--- src/rtl/vga_gain_shifter.sv ---
// vga_gain_shifter: serialises {vga1,vga2,vga3} MSB first on vga_sclk/vga_sdata, then pulses vga_latch.
// Define VGA_PARITY_EN to append an even-parity bit over the word as the final (14th) bit.
module vga_gain_shifter #(
   parameter int CLK_DIV = 2
) (
   input  logic       clk,
   input  logic       RESETn,
   input  logic [4:0] vga1_control,
   input  logic [3:0] vga2_control,
   input  logic [3:0] vga3_control,
   input  logic       force_load,
   output logic       vga_sclk,
   output logic       vga_sdata,
   output logic       vga_latch,
   output logic       busy,
   output logic [7:0] load_count
);
`ifdef VGA_PARITY_EN
   localparam int FRAME_LEN = 14;
`else
   localparam int FRAME_LEN = 13;
`endif
   localparam int DW = CLK_DIV > 1 ? $clog2(CLK_DIV) : 1;
   typedef enum logic [1:0] {IDLE, SHIFT_LO, SHIFT_HI, LATCH} state_t;
   state_t state, state_nxt;
   logic [12:0] w, shadow;
   logic [FRAME_LEN-1:0] frame, sreg, sreg_nxt;
   logic [DW-1:0] div_cnt;
   logic [3:0] bit_cnt;
   logic pending, start, last, last_bit;
   assign w = {vga1_control, vga2_control, vga3_control};
`ifdef VGA_PARITY_EN
   assign frame = {w, ^w};
`else
   assign frame = w;
`endif
   assign start = (w != shadow) || force_load || pending;
   assign last = div_cnt == DW'(CLK_DIV - 1);
   assign last_bit = bit_cnt == 4'(FRAME_LEN - 1);
   always_comb begin
      state_nxt = state;
      sreg_nxt = sreg;
      case (state)
         IDLE: if (start) begin
            state_nxt = SHIFT_LO;
            sreg_nxt = frame;
         end
         SHIFT_LO: if (last) state_nxt = SHIFT_HI;
         SHIFT_HI: if (last) begin
            state_nxt = last_bit ? LATCH : SHIFT_LO;
            sreg_nxt = last_bit ? sreg : sreg << 1;
         end
         default: if (last) state_nxt = IDLE;
      endcase
   end
   // Outputs are registered from the next state so they switch glitch-free with it.
   always_ff @(posedge clk or negedge RESETn) begin
      if (!RESETn) begin
         state <= IDLE;
         sreg <= '0;
         shadow <= '0;
         pending <= 1'b1;
         div_cnt <= '0;
         bit_cnt <= '0;
         load_count <= '0;
         vga_sclk <= 1'b0;
         vga_sdata <= 1'b0;
         vga_latch <= 1'b0;
         busy <= 1'b0;
      end else begin
         state <= state_nxt;
         sreg <= sreg_nxt;
         div_cnt <= (state == IDLE || last) ? '0 : div_cnt + 1'b1;
         bit_cnt <= state == IDLE ? '0 : bit_cnt + 4'(state == SHIFT_HI && last && !last_bit);
         shadow <= (state == IDLE && start) ? w : shadow;
         pending <= state != IDLE && (pending || force_load);
         load_count <= load_count + 8'(state == LATCH && last);
         vga_sclk <= state_nxt == SHIFT_HI;
         vga_sdata <= (state_nxt == SHIFT_LO || state_nxt == SHIFT_HI) && sreg_nxt[FRAME_LEN-1];
         vga_latch <= state_nxt == LATCH;
         busy <= state_nxt != IDLE;
      end
   end
endmodule
--- config.mk ---
export PLATFORM = sky130hd
export DESIGN_NAME = vga_gain_shifter
export DESIGN_NICKNAME = d
export VERILOG_FILES = /design/src/rtl/vga_gain_shifter.sv
export SDC_FILE = /design/constraint.sdc
export NUM_CORES = 1
export LEC_CHECK = 0
export BUFFER_PORTS_ARGS = -buffer_cell sky130_fd_sc_hd__clkbuf_2
export CELL_PAD_IN_SITES_DETAIL_PLACEMENT = 1
export CELL_PAD_IN_SITES_GLOBAL_PLACEMENT = 2
export CORE_MARGIN = 5
export CORE_UTILIZATION = 35
export DETAILED_ROUTE_END_ITERATION = 8
export GPL_TIMING_DRIVEN = 0
export PLACE_DENSITY = 0.75
export SLEW_MARGIN = 20
export SYNTH_ARGS = -nofsm -noshare
export SYNTH_HDL_FRONTEND = slang
export SYNTH_SLANG_ARGS = --single-unit
--- constraint.sdc ---
create_clock -name clk -period 2.1 [get_ports clk]
set_input_delay 0 -clock clk [delete_from_list [all_inputs] [get_ports clk]]
set_output_delay 0 -clock clk [all_outputs]
set_load 0.02 [all_outputs]
==> results of run 1 <==
## sequential cells by signal (all words and copies together) (netlist names)
name / cells
shadow: 13
pending: 1
vga_sdata: 1
state: 2
load_count: 8
div_cnt: 1
vga_sclk: 1
busy: 1
sreg: 13
bit_cnt: 4
vga_latch: 1
## final cells by class
cell class	count	area share, %
tap	75	3.589
timing repair buffer	49	12.73
inverter	3	0.4306
clock buffer	8	3.062
buffer	4	0.7655
multi-input combinational	105	35.36
sequential	46	44.07
## cells by family (layout without fill, tap and decap cells)
family	count (synthesis)	count (layout)	share of synthesized area (%)
simple gates	33	33	10.62
buf+inv	7	64	1.500
flops	46	46	55.25
compound gates	31	31	12.60
fa+ha+maj	7	7	4.199
mux	13	13	7.019
xor+xnor	21	21	8.818
## metrics by stage
step	util [%]	instances	instance area [um^2]
floorplan	-	158	2101
global placement	39.82	260	2330
detailed placement	39.86	260	2332
CTS	43.71	283	2557
global route	44.70	290	2615
finish	44.70	290	2615
## cells in the final DEF (no fill, tap or decap)
master         Yosys  layout
nand4_1            1       1
a22oi_1            1       1
xnor2_1            6       6
nor3_1             1       1
a22o_1            11      11
nor4_4             3       3
xor2_1            15      13
xor2_2             0       2
buf_2              4       4
inv_1              3       3
nor2_1             7       6
or4b_1             1       1
clkbuf_2           0      26
o31a_1             1       1
nor3b_2            0       1
nand2b_1           2       2
clkbuf_8           0       5
nor2b_1            3       3
buf_4              0      10
nand3_1            7       7
nor2_2             1       2
ha_1               7       7
clkbuf_4           0       1
o21ai_1            1       1
nand2_1            3       3
a21o_1            11      11
a41oi_4            1       1
clkbuf_1           0       3
dlygate4sd3_1      0      12
dfrtp_1           45      45
o31ai_1            2       2
dfstp_2            1       1
o21ai_0            2       2
mux2_2            13      13
a21bo_2            1       1
and3_1             3       3
## worst register-to-register path, stage by stage (launching register included)
cell	delay [ps]
dfrtp_1	390
xor2_1	200
nor4_4	380
nand4_1	180
nor2_2	160
o31a_1	160
ha_1	250
or4b_1	460
o21ai_1	90
## per-layer routing
layer,wire length [um],share of wire (%),GRT usage [%]
met3,195,4.3,3.974
met2,2399,53,22.91
met5,0,0,0
met1,1842,41,15.08
met4,81,1.8,5.160
## worst max path at each step
| stage | startpoint | to | slack, ps |
|---|---|---|---|
| after floorplan | shadow[1]$_DFFE_PN0P_ | vga_sdata$_DFF_PN0_ | -20 |
| after global placement | shadow[3]$_DFFE_PN0P_ | vga_sdata$_DFF_PN0_ | -200 |
| after detailed placement | shadow[3]$_DFFE_PN0P_ | vga_sdata$_DFF_PN0_ | -250 |
| after CTS | shadow[11]$_DFFE_PN0P_ | vga_sdata$_DFF_PN0_ | -220 |
| after global routing | shadow[5]$_DFFE_PN0P_ | vga_sdata$_DFF_PN0_ | -370 |
| final | shadow[5]$_DFFE_PN0P_ | vga_sdata$_DFF_PN0_ | -240 |
## power groups by stage
stage | clock network (mW) | registers (mW) | logic [mW]
after global placement | 0 | 0.925 | 0.0963
final | 0.511 | 0.908 | 0.120
after floorplan | 0 | 0.925 | 0.0486
after global routing | 0.572 | 0.910 | 0.133
after detailed placement | 0 | 0.926 | 0.100
after CTS | 0.531 | 0.908 | 0.118
## timing repair
item | CTS | global route
hold buffers | 11 | 1
pin swaps | 5 | 6
setup buffers | 4 | 6
resized for setup | 1 | 1
endpoints found under the hold margin | 56 | 1
endpoints found under the setup margin | 9 | 26
==> results by group, run 1 <==
Hold path
  • Hold Path Class: input port to flop
  • Worst Hold Path Cells: 2
  • Worst Hold Launch: vga3_control[2]
  • Hold endpoint: shadow[2]$_DFFE_PN0P_

Yosys
  • Sequential share of the synthesized area: 55.25%
  • Yosys cell types: 29
  • Count of flip-flops with a built-in enable after synthesis: 0
  • Synth top area share: 53.99%
  • Synth Flop Type: dfrtp_1
  • Syn_area_per_cell: 13.20 um^2
  • Yosys reg bits: 46
  • Post-Synthesis Net Count: 181
  • Area leader, netlist: dfrtp_1
  • Largest cells by area after synthesis: dfrtp_1 (54%), mux2_2 (7.0%), xor2_1 (6.3%)
  • Yosys warning count: 0
  • Cell Area, Synth: 0.002086 mm^2
  • Synth Instances: 158
  • Ys async rst share: 100.0%
  • Post-synth top cells: dfrtp_1 (45), xor2_1 (15), mux2_2 (13)
  • Most common cell in the synthesized netlist: dfrtp_1

Power and ir drop
  • Switching Fraction: 22.60%
  • PwrDens: 588.4 mW/mm^2
  • Sequential share of power: 59.0%
  • Int Pwr: 1.191 mW
  • Peak supply drop: 251.3 uV
  • Clock power share: 33.2%
  • Leak Pwr: 1.324 nW
  • Combinational share of power: 7.8%
  • Switching component of the power: 347.8 uW
  • Total power draw: 1.539 mW

STA
  • Final setup violation count: 3
  • Clock period minus final worst setup slack: 2339 ps
  • Setup ws final: -238.8 ps
  • Final hold violation count: 0
  • Fmax: 427.6 MHz
  • Post-Route Setup TNS: -242.7 ps
  • Crit share post-route: 111.4%
  • Worst Tran Pin Value: 639.6 ps
  • WHS: 9.457 ps
  • Worst clock skew: 5.464 ps
  • Slew headroom: 57.36%
  • Final Max Tran Viols: 0
  • RSZ-0062 raised after global routing: true

Worst setup path
  • Stages on worst setup path: 8
  • Critical Path, Cell by Cell: xor2_1 -> nor4_4 -> nand4_1 -> nor2_2 -> o31a_1 -> ha_1 -> or4b_1 -> o21ai_1
  • Slowest CP cell: or4b_1
  • Worst reg2reg endpoint: vga_sdata$_DFF_PN0_
  • Critical Path AT: 2560 ps
  • Crit path required time: 2320 ps
  • Setup crit end kind: flop
  • Cells on worst reg2reg path: 8
  • CP Class: flop to flop
  • Crit-path max cell delay: 460 ps
  • Crit-path leading delay family: simple AND/OR/NAND/NOR gates
  • WP buf/inv: 0
  • R2r setup slk: -240 ps
  • Critical R2R Launch: shadow[5]$_DFFE_PN0P_
  • Crit-path max FO: 2
  • Crit start category: flop

Clock network
  • Root Buffer: clkbuf_8
  • TritonCTS Buffers: 5
  • Clock buffer depth: 2
  • Clock transition at the registers of the reported paths: 80 ps
  • CTS sink cnt: 46
  • Worst skew pair latency: 290 ps
  • CTS H-tree depth: 2
  • TritonCTS clock tree: done

Die
  • Initial Util: 35.65%
  • Die H: 87.20 um
  • Die width: 87.20 um
  • Full die area: 0.007603 mm^2
  • FP Rows: 28
  • I/O pin cnt: 28
  • Core footprint: 0.005851 mm^2

Drt
  • Detailed Route WL: 4.519 mm
  • DRC viols: 0
  • DR WL/cell: 15.58 um
  • Post-DRT Antenna Nets: 0
  • Initial DRC count: 41
  • Vias: 1416
  • Iteration count of the initial detailed-routing pass: 6
  • Vias per cell: 4.883

Layout
  • Multi-input logic area: 924.6 um^2
  • Filler cells: 642
  • Share of layout cells above drive strength 1: 32.56%
  • Reg area: 0.001152 mm^2
  • Area grow syn2layout: 25.38%
  • Final-stage net count: 237
  • N_diodes: 0

Global route
  • Remaining global-route overflow: 0
  • Largest net degree at the start of global routing: 47
  • First-pass GRT wire length: 7.652 mm
  • Tot GR Track Use: 13.16%
  • Number of global-route vias before repair: 1592
  • Initial antenna violation count: 0

Placed design
  • Routability cong.: 0.7555
  • I/O Buffers: 27
  • Post-DP HPWL: 3.098 mm
  • Placement Setup Slack: -250.6 ps

Run status
  • Status: complete, but fails checks
  • Failing checks: negative setup slack

Run
  • Max Cap Viol: 0
Note: power is estimated with default switching activity, not from simulation.
==> run 2, diff against run 1 <==
==> config.mk (replaced) <==
export PLATFORM = sky130hd
export DESIGN_NAME = vga_gain_shifter
export DESIGN_NICKNAME = d
export VERILOG_FILES = /design/src/rtl/vga_gain_shifter.sv
export SDC_FILE = /design/constraint.sdc
export NUM_CORES = 1
export LEC_CHECK = 0
export CELL_PAD_IN_SITES_DETAIL_PLACEMENT = 1
export CELL_PAD_IN_SITES_GLOBAL_PLACEMENT = 2
export CORE_MARGIN = 5
export CORE_UTILIZATION = 38
export CTS_CLUSTER_DIAMETER = 30
export DETAILED_ROUTE_END_ITERATION = 8
export DONT_BUFFER_PORTS = 1
export GPL_TIMING_DRIVEN = 0
export PLACE_DENSITY = 0.74
export SLEW_MARGIN = 20
export SYNTH_ARGS = -nofsm -noshare
export SYNTH_HDL_FRONTEND = slang
export SYNTH_SLANG_ARGS = --single-unit
==> results by group, run 2 (synthesized netlist as in run 1, its figures left out) <==
Worst setup path
  • Critical Path, Cell by Cell: xor2_2 -> nor4_4 -> nand4_1 -> nor2_2 -> buf_4 -> buf_4 -> buf_4 -> buf_4 -> buf_4 -> buf_4 -> buf_4 -> o31ai_2 -> ha_2 (was xor2_1 -> nor4_4 -> nand4_1 -> nor2_2 -> o31a_1 -> ha_1 -> or4b_1 -> o21ai_1)
  • Cells on worst reg2reg path: 13 (was 8)
  • Slowest CP cell: dfrtp_1 (was or4b_1)
  • WP buf/inv: 7 (was 0)
  • Critical Path AT: 2490 ps (was 2560 ps)
  • Crit-path leading delay family: buffers and inverters (was simple AND/OR/NAND/NOR gates)
  • Stages on worst setup path: 13 (was 8)
  • CP most frequent cell: buf_4
  • Setup crit end kind: flop (unchanged)
  • CP Class: flop to flop (unchanged)
  • Crit-path max FO: 2 (unchanged)
  • Crit-path max cell delay: 410 ps (was 460 ps)
  • Crit path required time: 2290 ps (was 2320 ps)
  • Crit start category: flop (unchanged)

Global route
  • Tot GR Track Use: 13.49% (was 13.16%)
  • Number of global-route vias before repair: 1504 (was 1592)
  • Remaining global-route overflow: 0 (unchanged)
  • First-pass GRT wire length: 7.396 mm (was 7.652 mm)
  • Initial antenna violation count: 0 (unchanged)
  • Largest net degree at the start of global routing: 47 (unchanged)

Die
  • I/O pin cnt: 28 (unchanged)
  • Core footprint: 0.005405 mm^2 (was 0.005851 mm^2)
  • Full die area: 0.007070 mm^2 (was 0.007603 mm^2)
  • Die H: 84.09 um (was 87.20 um)
  • FP Rows: 27 (was 28)
  • Initial Util: 38.59% (was 35.65%)
  • Die width: 84.09 um (was 87.20 um)

STA
  • Setup ws final: -206.9 ps (was -238.8 ps)
  • Post-Route Setup TNS: -449.9 ps (was -242.7 ps)
  • Fmax: 433.5 MHz (was 427.6 MHz)
  • Final Max Tran Viols: 0 (unchanged)
  • Clock period minus final worst setup slack: 2307 ps (was 2339 ps)
  • Worst Tran Pin Value: 522.8 ps (was 639.6 ps)
  • Final setup violation count: 3 (unchanged)
  • Crit share post-route: 109.9% (was 111.4%)
  • RSZ-0062 raised after global routing: true (unchanged)
  • Slew headroom: 64.78% (was 57.36%)
  • WHS: 211.2 ps (was 9.457 ps)
  • Worst clock skew: 4.930 ps (was 5.464 ps)
  • Final hold violation count: 0 (unchanged)

Drt
  • Vias: 1352 (was 1416)
  • Initial DRC count: 41 (unchanged)
  • Post-DRT Antenna Nets: 0 (unchanged)
  • Iteration count of the initial detailed-routing pass: 4 (was 6)
  • Detailed Route WL: 4.485 mm (was 4.519 mm)
  • DR WL/cell: 16.67 um (was 15.58 um)
  • Vias per cell: 5.026 (was 4.883)
  • DRC viols: 0 (unchanged)

Layout
  • Largest regs: shadow x13, sreg x13, load_count x8 (unchanged)
  • N_diodes: 0 (unchanged)
  • Area grow syn2layout: 27.53% (was 25.38%)
  • Final core utilization: 49.21% (was 44.70%)
  • Final-stage net count: 220 (was 237)
  • Final instance area: 0.002660 mm^2 (was 0.002615 mm^2)
  • Commonest non-fill, non-tap cell in the layout: dfrtp_1 (unchanged)
  • Most frequent cells in the layout: dfrtp_1 (45), buf_4 (16), dlygate4sd3_1 (15) (was dfrtp_1 (45), clkbuf_2 (26), xor2_1 (13), mux2_2 (13), dlygate4sd3_1 (12))
  • Share of layout cells above drive strength 1: 31.98% (was 32.56%)

Clock network
  • Clock buffer depth: 2 (unchanged)
  • TritonCTS Buffers: 5 (unchanged)
  • Root Buffer: clkbuf_8 (unchanged)
  • Worst skew pair latency: 290 ps (about the same)
  • CTS H-tree depth: 2 (unchanged)
  • TritonCTS clock tree: done (unchanged)
  • Clock transition at the registers of the reported paths: 80 ps (about the same)
  • CTS sink cnt: 46 (unchanged)

Run status
  • Failing checks: negative setup slack (unchanged)
  • Status: complete, but fails checks (unchanged)

Power and ir drop
  • Peak supply drop: 352.5 uV (was 251.3 uV)
  • Leak Pwr: 1.279 nW (was 1.324 nW)
  • Sequential share of power: 59.9% (was 59.0%)
  • Total power draw: 1.525 mW (was 1.539 mW)
  • Clock power share: 32.6% (was 33.2%)
  • Int Pwr: 1.188 mW (was 1.191 mW)
  • Combinational share of power: 7.5% (was 7.8%)
  • Switching Fraction: 22.08% (was 22.60%)
  • PwrDens: 573.4 mW/mm^2 (was 588.4 mW/mm^2)
  • Switching component of the power: 336.8 uW (was 347.8 uW)

Placed design
  • Placed inst area: 0.002191 mm^2 (was 0.002332 mm^2)
  • Post-DP HPWL: 2.980 mm (was 3.098 mm)
  • Routability cong.: 0.7220 (was 0.7555)
  • I/O Buffers: 0 (was 27)

Hold path
  • Hold Path Class: input port to async pin (was input port to flop)

Run
  • Max Cap Viol: 0 (unchanged)
-- run 2: worst paths after layout --
kind                            slack, ps                  start                      end
worst max register to register       -210  shadow[5]$_DFFE_PN0P_      vga_latch$_DFF_PN0_
worst min register to register        480   sreg[11]$_DFFE_PN0P_     sreg[11]$_DFFE_PN0P_
worst min-delay path                  210                 RESETn  load_count[3]$_DFF_PN0_
worst max-delay path                 -210  shadow[5]$_DFFE_PN0P_      vga_latch$_DFF_PN0_
min in group clk                      350             force_load      vga_sdata$_DFF_PN0_
max in group asynchronous            1600                 RESETn        pending$_DFF_PN1_
-- run 2: final cells by class --
class                      instances  area [um^2]
buffer                             4        20.02
clock buffer                       7        76.32
fill                             550         2745
inverter                           3        11.26
multi-input combinational        105         1012
sequential                        46         1152
tap                               72        90.09
timing repair buffer              32        297.8
-- run 2: stage by stage --
| step | std cells | setup WS (ps) |
|---|---|---|
| after floorplan | 158 | -15.57 |
| after global placement | 230 | -199.3 |
| after detailed placement | 230 | -265.3 |
| after CTS | 264 | -252.8 |
| after global routing | 269 | -340.7 |
| final | 269 | -206.9 |
-- run 2: repair_timing --
item                                   4_1_cts  5_1_grt
endpoints found under the hold margin       74        0
buffers inserted                            11        5
resized for setup                            7        8
pin swaps                                    8        9
hold buffers                                16        0
setup endpoints to repair                    7       28
-- run 2: layer usage --
| metal | routed length, um | vias to the layer above | global-route usage (%) |
|---|---|---|---|
| met5 | 0 | - | 0 |
| met4 | 44 | 0 | 3.947 |
| met3 | 261 | 5 | 5.035 |
| met2 | 2410 | 31 | 24.39 |
| met1 | 1768 | 696 | 14.54 |
| li1 | - | 620 | - |
-- run 2: power groups by stage --
stage               clock network (mW)  registers (mW)  logic (mW)
floorplan                            0           0.925      0.0486
global placement                     0           0.926      0.0524
detailed placement                   0           0.928      0.0545
CTS                              0.522           0.911       0.114
global route                     0.551           0.915       0.126
finish                           0.498           0.913       0.114
